--- src/rtl/timer_arbiter.sv ---
// timer_arbiter: round-robin arbiter sharing one 1-second-tick countdown timer among three requesters
module timer_arbiter #(
    parameter int TICK_DIV = 40_000_000
) (
    input  logic       clk_in,
    input  logic       rst_n,
    input  logic [2:0] req,
    input  logic [7:0] dur0,
    input  logic [7:0] dur1,
    input  logic [7:0] dur2,
    output logic [2:0] grant,
    output logic [2:0] done,
    output logic       busy,
    output logic [7:0] remaining,
    output logic       sec_tick
);
    localparam int PW = $clog2(TICK_DIV);
    localparam logic [PW-1:0] TOP = PW'(TICK_DIV - 1);

    typedef enum logic [1:0] {IDLE, RUN, DONE} state_t;

    state_t state, state_nx;
    logic [PW-1:0] presc, presc_nx;
    logic [2:0] grant_nx;
    logic [7:0] remaining_nx, dur_win;
    logic [1:0] last_grant, last_nx, n1, n2, win, cur;
    logic cancel;

    assign n1 = (last_grant == 2'd2) ? 2'd0 : last_grant + 2'd1;
    assign n2 = (n1 == 2'd2) ? 2'd0 : n1 + 2'd1;
    assign win = req[n1] ? n1 : req[n2] ? n2 : last_grant;
    assign dur_win = (win == 2'd0) ? dur0 : (win == 2'd1) ? dur1 : dur2;
    assign cur = grant[2] ? 2'd2 : grant[1] ? 2'd1 : 2'd0;
    assign cancel = (req & grant) == 3'b000;
    assign sec_tick = (state == RUN) && (presc == TOP);
    assign done = (state == DONE) ? grant : 3'b000;
    assign busy = state != IDLE;

    // State and datapath registers; reset forces idle with req[0] first in line
    always_ff @(posedge clk_in or negedge rst_n) begin
        if (!rst_n) begin
            state      <= IDLE;
            grant      <= 3'b000;
            remaining  <= 8'd0;
            presc      <= '0;
            last_grant <= 2'd2;
        end else begin
            state      <= state_nx;
            grant      <= grant_nx;
            remaining  <= remaining_nx;
            presc      <= presc_nx;
            last_grant <= last_nx;
        end
    end

    // Next-state: arbitrate in IDLE, count down in RUN (cancel wins over expiry), release after DONE
    always_comb begin
        state_nx     = state;
        grant_nx     = grant;
        remaining_nx = remaining;
        presc_nx     = presc;
        last_nx      = last_grant;
        case (state)
            IDLE: if (|req) begin
                state_nx     = RUN;
                grant_nx     = 3'b001 << win;
                remaining_nx = dur_win;
                presc_nx     = '0;
            end
            RUN: if (cancel) begin
                state_nx     = IDLE;
                grant_nx     = 3'b000;
                remaining_nx = 8'd0;
                presc_nx     = '0;
                last_nx      = cur;
            end else if (remaining == 8'd0) begin
                state_nx = DONE;
            end else begin
                presc_nx = sec_tick ? '0 : presc + PW'(1);
                if (sec_tick) begin
                    remaining_nx = remaining - 8'd1;
                    state_nx     = (remaining == 8'd1) ? DONE : RUN;
                end
            end
            DONE: begin
                state_nx = IDLE;
                grant_nx = 3'b000;
                presc_nx = '0;
                last_nx  = cur;
            end
            default: state_nx = IDLE;
        endcase
    end
endmodule
--- config.mk ---
export PLATFORM = sky130hd
export DESIGN_NAME = timer_arbiter
export DESIGN_NICKNAME = d
export VERILOG_FILES = /design/src/rtl/timer_arbiter.sv
export SDC_FILE = /design/constraint.sdc
export NUM_CORES = 1
export LEC_CHECK = 0
export ABC_CLOCK_PERIOD_IN_PS = 2600
export BUFFER_PORTS_ARGS = -buffer_cell sky130_fd_sc_hd__buf_2
export CELL_PAD_IN_SITES_DETAIL_PLACEMENT = 1
export CELL_PAD_IN_SITES_GLOBAL_PLACEMENT = 2
export CORE_ASPECT_RATIO = 0.7
export CORE_MARGIN = 4
export CORE_UTILIZATION = 24
export DETAILED_ROUTE_END_ITERATION = 8
export GPL_ROUTABILITY_DRIVEN = 0
export MAX_ROUTING_LAYER = met4
export PLACE_DENSITY_LB_ADDON = 0.2
export SLEW_MARGIN = 20
export SYNTH_ARGS = -nofsm -noshare
export SYNTH_HDL_FRONTEND = slang
export SYNTH_SLANG_ARGS = --single-unit
--- constraint.sdc ---
create_clock -name clk_in -period 2.6 [get_ports clk_in]
set_input_delay 0.39 -clock clk_in [delete_from_list [all_inputs] [get_ports clk_in]]
set_output_delay 0.39 -clock clk_in [all_outputs]
set_load 0.005 [all_outputs]
==> metrics.cfg, run 1 <==
[outcome]
status=completed

[routing]
ant_nets=0
dr.pass1.iters=4
vias_per_cell=5.05
vias=2656
drt_iter0_markers=126
wire_per_inst_um=17.5
wl_met1_um=5250
drc=0
wl_met2_um=3580
dr_wl_met3_um=294
wl_um=9190
maxUsedRoutingLayer=met4

[clock_tree]
clkTransAtPathRegs_ns=0.06
clock-sinks=41
numCtsBuffers=5
cts_tree=built
clockBufferDepth=2
htree_num_levels=2
root_buffer=clkbuf_16
clk_latency_ns=0.29

[logic_synthesis]
synth_nets=344
async_flop_share_pct=100
syn_area_mm2=0.00273
syn-instance-count=308
ys_seq_area_share_pct=37.7
synth.distinct_cells=60
ys_warn_count=0
synth-edff-count=0
syn_area_per_cell_um2=8.85
synth_top_flop_cell=dfrtp_1
synth-seq-cells=41

[placed_design]
port_buffers=44
dp_hpwl_um=7130
post-place-cells=518

[sta]
clock-skew-final_ns=0.00685
finalMaxSlewViolations=0
fin_crit_sh_pct=94.7
final.setup.tns_ns=0
fin_crit_ns=2.46
rsz0062_at_grt=no
setup-violations-final=0
worst_pin_slew_ns=0.603
hold_viol_final=0
slew_headroom_pct=59.8
fmax_mhz=406

[layout]
ff_latch_area_mm2=0.00103
final_common_cell=buf_2
multiInputGateArea_mm2=0.00161
instances_no_fill=526
n_antenna_cell=0
fillers=1333
layout-drive-gt1-share_pct=27.6
areaGrowthSynthToFinish_pct=26.8
nets=408
layout_common_cells=43 x buf_2, 40 x dfrtp_1, 28 x nor2_1

[floorplan]
initial_utilization_pct=24.7
dieWidth_um=135
core_region_area_mm2=0.0111
dieArea_mm2=0.0132
core.rowCount=32
die_h_um=97.2
pin_count=45

[grt]
overflow=0
grt_pass1_vias=2767
antenna_found_initial=0
track_usage_pct=15.1
grt_pass1_wl_um=15300
grt_max_degree=42

[power_and_ir_drop]
p_sw_share_pct=39.2
clockPowerShare_pct=24.1
seq_power_share_pct=28.0
peakVddDrop_mv=0.245
p_sw_w=0.00121
comb_power_share_pct=47.9
cell_internal_pwr_w=0.00187
p_per_area_mw_per_mm2=891
p_leak_nw=1.44

[worst_setup_path]
worstSetupEndpointType=register
path_max_fanout=10
slowest_stage=or4_4
r2r_slack_ns=0.14
arrival_ns=2.64
crit_type=register to register
cp.required_ns=2.77
rr_startpoint=remaining[0]
crit_start=remaining[0]
cpPeakStageDelay_ns=0.58
crit_chain=inv_1 > ha_1 > or4b_4 > or4_4 > nand2_4 > nor3_1 > mux2_2
start_kind=register

[worst_hold_path]
min_path_type=input port to async pin

[run]
maxCapViolCount=0

==> registers in the layout, indices dropped and copies added, names as in the netlist <==
name	flops
state	2
last_grant	2
presc	26
remaining	8
grant	3
==> critical path, delay by kind of cell (launching register included) <==
family	cells	cell delay, ns
DFF	1	0.37
adders and majority gates	1	0.23
muxes	1	0.28
buffers and inverters	1	0.09
and+or+nand+nor	4	1.37
==> final timing paths <==
kind	endpoint	depth (start not counted)
max in group asynchronous	last_grant[1]	2
worst min-delay path	presc[14]	1
worst max-delay path	presc[0]	7
min in group clk_in	remaining[0]	3
worst max register to register	presc[0]	7
worst min register to register	presc[1]	2
==> synth_stat cells, types with 4 or more instances <==
cell / number / share of area, %
ha_1: 7 / 3.2
inv_1: 12 / 1.7
nand3_1: 13 / 2.4
a222oi_1: 5 / 1.8
or2_2: 4 / 0.92
o31ai_1: 7 / 1.9
nand2_1: 20 / 2.8
or3_1: 7 / 1.6
nor4_1: 7 / 1.6
nand4_1: 15 / 3.4
nand2b_1: 6 / 1.4
or4_1: 6 / 1.7
mux2_2: 9 / 3.7
o21ai_0: 17 / 3.1
o22ai_1: 5 / 1.1
dfrtp_1: 40 / 37
xor2_1: 7 / 2.2
nor2_1: 29 / 4.0
nor3_1: 15 / 2.8
a21oi_1: 13 / 2.4
and2_1: 6 / 1.4
==> layout make-up <==
type,count,area share [%]
clock buffers,7,4.13
clock inverters,1,0.869
inverters,12,1.30
multi-input cells,245,46.7
flip-flops and latches,41,29.7
well taps,153,5.54
repair buffers,67,11.8
==> what timing repair did <==
action | 4_1_cts | 5_1_grt
endpoints found under the setup margin | 1 | 27
hold buffers | 0 | 0
pin swaps | 0 | 0
gates resized for setup | 1 | 3
buffers inserted | 0 | 0
==> per-stage QoR <==
step	worst slack, ns	total power (W)	area [um^2]	utilization [%]	hold WS [ns]
2_1_floorplan	0.228	0.00173	2730	-	0.0944
3_3_place_gp	0.0234	0.00232	3270	29.6	0.503
3_5_place_dp	0.00672	0.00232	3270	29.6	0.512
4_1_cts	0.0685	0.00309	3440	31.1	0.322
5_1_grt	0.00490	0.00333	3460	31.3	0.148
6_report	0.138	0.00308	3460	31.3	0.0952
==> routing by layer <==
layer	global-route usage [%]	vias to the layer above
li1	-	1298
met1	24.7	1314
met2	19.0	39
met3	2.85	5
met4	2.56	0
met5	-	-
==> power by group through the flow <==
stage                     logic (W)  registers [W]  clock network, W
final                       0.00148       0.000861          0.000742
after global routing        0.00166       0.000883          0.000791
after CTS                   0.00147       0.000862          0.000764
after detailed placement    0.00145       0.000872                 0
after global placement      0.00145       0.000871                 0
after floorplan            0.000869       0.000862                 0
==> kinds of logic (layout without fill, tap and decap cells) <==
family	Yosys count	after routing	share of synthesized area [%]
compound gates	69	69	17.3
xor+xnor	10	10	3.21
fa+ha+maj	7	7	3.21
buf+inv	22	87	3.99
flops	41	41	37.7
mux	11	11	4.45
simple gates	148	148	30.1
Power figures use the tool's default switching activity.
==> run 2: changes to the inputs <==
--- a/config.mk
+++ b/config.mk
@@ -5,6 +5,7 @@
 export SDC_FILE = /design/constraint.sdc
 export NUM_CORES = 1
 export LEC_CHECK = 0
+export ABC_AREA = 1
 export ABC_CLOCK_PERIOD_IN_PS = 2600
 export BUFFER_PORTS_ARGS = -buffer_cell sky130_fd_sc_hd__buf_2
 export CELL_PAD_IN_SITES_DETAIL_PLACEMENT = 1
==> constraint.sdc (replaced) <==
create_clock -name clk_in -period 2.6 [get_ports clk_in]
set_input_delay 0.26 -clock clk_in [delete_from_list [all_inputs] [get_ports clk_in]]
set_output_delay 0.26 -clock clk_in [all_outputs]
set_load 0.005 [all_outputs]
==> metrics.cfg, run 2 <==
[logic_synthesis]
synth-seq-cells=41
synth-edff-count=0
synth.distinct_cells=46
ys_seq_area_share_pct=31.8
netlist.area_leader.share_pct=31.0
ys_warn_count=0
syn-instance-count=445
syn_area_per_cell_um2=7.26
synth_top_flop_cell=dfrtp_1
synth_area_leaders=dfrtp_1 31%, nand2_1 11%, inv_1 7.3%
syn_area_mm2=0.00323
yosysMostFrequentCell=nand2_1
synth_nets=481
async_flop_share_pct=100
ys_top_cells_by_count=92 x nand2_1, 63 x inv_1, 51 x nor2_1, 40 x dfrtp_1, 29 x a21oi_1
synth_top_area_cell=dfrtp_1

[layout]
top_register=presc
layout_common_cells=92 x nand2_1, 63 x inv_1, 51 x nor2_1
areaGrowthSynthToFinish_pct=16.6
multiInputGateArea_mm2=0.00184
final_cell_area_mm2=0.00377
n_antenna_cell=0
final_core_util_pct=28.6
largest_reg_flops=26
ff_latch_area_mm2=0.00103
fillers=1645
nets=525
final_common_cell=nand2_1
reg.largest.list=presc (26), remaining (8), grant (3)
layout-drive-gt1-share_pct=22.0

[floorplan]
core.rowCount=35
pin_count=45
die_h_um=105
core_region_area_mm2=0.0132
dieWidth_um=147
initial_utilization_pct=24.5
dieArea_mm2=0.0154

[clock_tree]
post_cts_buffers=0
cts_hold_buffers=0
cts_tree=built
htree_num_levels=2
clock-sinks=41
numCtsBuffers=5
clkTransAtPathRegs_ns=0.07
clk_latency_ns=0.30
root_buffer=clkbuf_16
clockBufferDepth=2
ctsResizeCount=0

[power_and_ir_drop]
p_leak_nw=1.74
peakVddDrop_mv=0.272
p_per_area_mw_per_mm2=910

[routing]
ant_nets=0
vias_per_cell=4.49
wl_um=10300
dr.pass1.iters=4
vias=3028
drt_iter0_markers=134
wire_per_inst_um=15.3
drc=0

[worst_hold_path]
min_path_type=input port to async pin

[sta]
setup-violations-final=0
fin_crit_sh_pct=88.5
clock-skew-final_ns=0.00880
final.setup.tns_ns=0
holdWs_ns=-0.0390
worst_pin_slew_ns=0.593
fin_crit_ns=2.30
slew_headroom_pct=60.5
rsz0062_at_grt=no
fmax_mhz=435
hold_viol_final=40
finalMaxSlewViolations=0

[grt]
track_usage_pct=14.2
antenna_found_initial=0
grt_max_degree=42
overflow=0
grt_pass1_wl_um=16900
grt_pass1_vias=3202

[placed_design]
port_buffers=44
dpl_cell_area_mm2=0.00361
dp_hpwl_um=8150

[worst_setup_path]
rr_startpoint=state[1]
worstSetupEndpointType=output pin
crit_start=state[1]
crit_type=register to output pin
arrival_ns=2.04
start_kind=register
path_max_fanout=8
cp.required_ns=2.34

[outcome]
violations=hold timing
status=finished with violations

[run]
maxCapViolCount=0

## run 2: final cells by class
class,count,area share (%)
Tap cell,185,6.15
Multi-Input combinational cell,322,48.9
Sequential cell,41,27.3
Clock buffer,6,3.69
Inverter,73,7.34
Clock inverter,2,0.365
Timing Repair Buffer,46,6.31
## run 2: logic make-up after synthesis
| logic type | count (synthesis) | share of synthesized area, % |
|---|---|---|
| AO/OA/AOI/OAI | 58 | 10.6 |
| XOR/XNOR | 10 | 2.71 |
| adder cells (fa/ha/maj) | 7 | 2.71 |
| buffers and inverters | 82 | 11.2 |
| flip-flops | 41 | 31.8 |
| AND/OR/NAND/NOR | 247 | 41.0 |
## run 2: stage by stage
| stage | total power (W) | hold WS [ns] | setup WS [ns] | instances |
|---|---|---|---|---|
| finish | 0.00343 | -0.0390 | 0.300 | 675 |
| global route | 0.00377 | 0.0213 | 0.115 | 675 |
| CTS | 0.00350 | 0.194 | 0.259 | 675 |
| detailed placement | 0.00281 | 0.502 | 0.327 | 667 |
| global placement | 0.00279 | 0.497 | 0.366 | 667 |
| floorplan | 0.00230 | -0.0356 | 0.811 | 445 |
## run 2: path summary, 6_finish.rpt
check	endpoint	slack, ns	cells past startpoint
min	last_grant[0]	-0.04	1
max	sec_tick	0.30	7
min reg2reg	presc[1]	0.51	2
min in group clk_in	remaining[0]	0.32	5
max in group asynchronous	presc[14]	2.23	1
max reg2reg	presc[3]	0.39	8
## run 2: critical path: stages, from the launching register on
cell     delay (ns)
dfrtp_1        0.42
inv_1          0.11
ha_1           0.37
nand3_1        0.13
nor3_1         0.30
nand4_1        0.16
nor2_1         0.14
buf_2          0.13
## run 2: power breakdown
part	internal (W)	switching (W)	total (W)	leakage, nW
Clock	0.000383	0.000292	0.000675	0.0768
Sequential	0.000768	0.000157	0.000925	0.548
Combinational	0.000615	0.00121	0.00183	1.12
Total	0.00177	0.00166	0.00343	1.74
## run 2: routing by layer
metal,global-route usage [%],part of all wire (%),wire [um]
met5,-,0,0
met4,3.62,0.92,95
met3,3.34,3.6,369
met2,19.2,39,4060
met1,21.1,56,5790
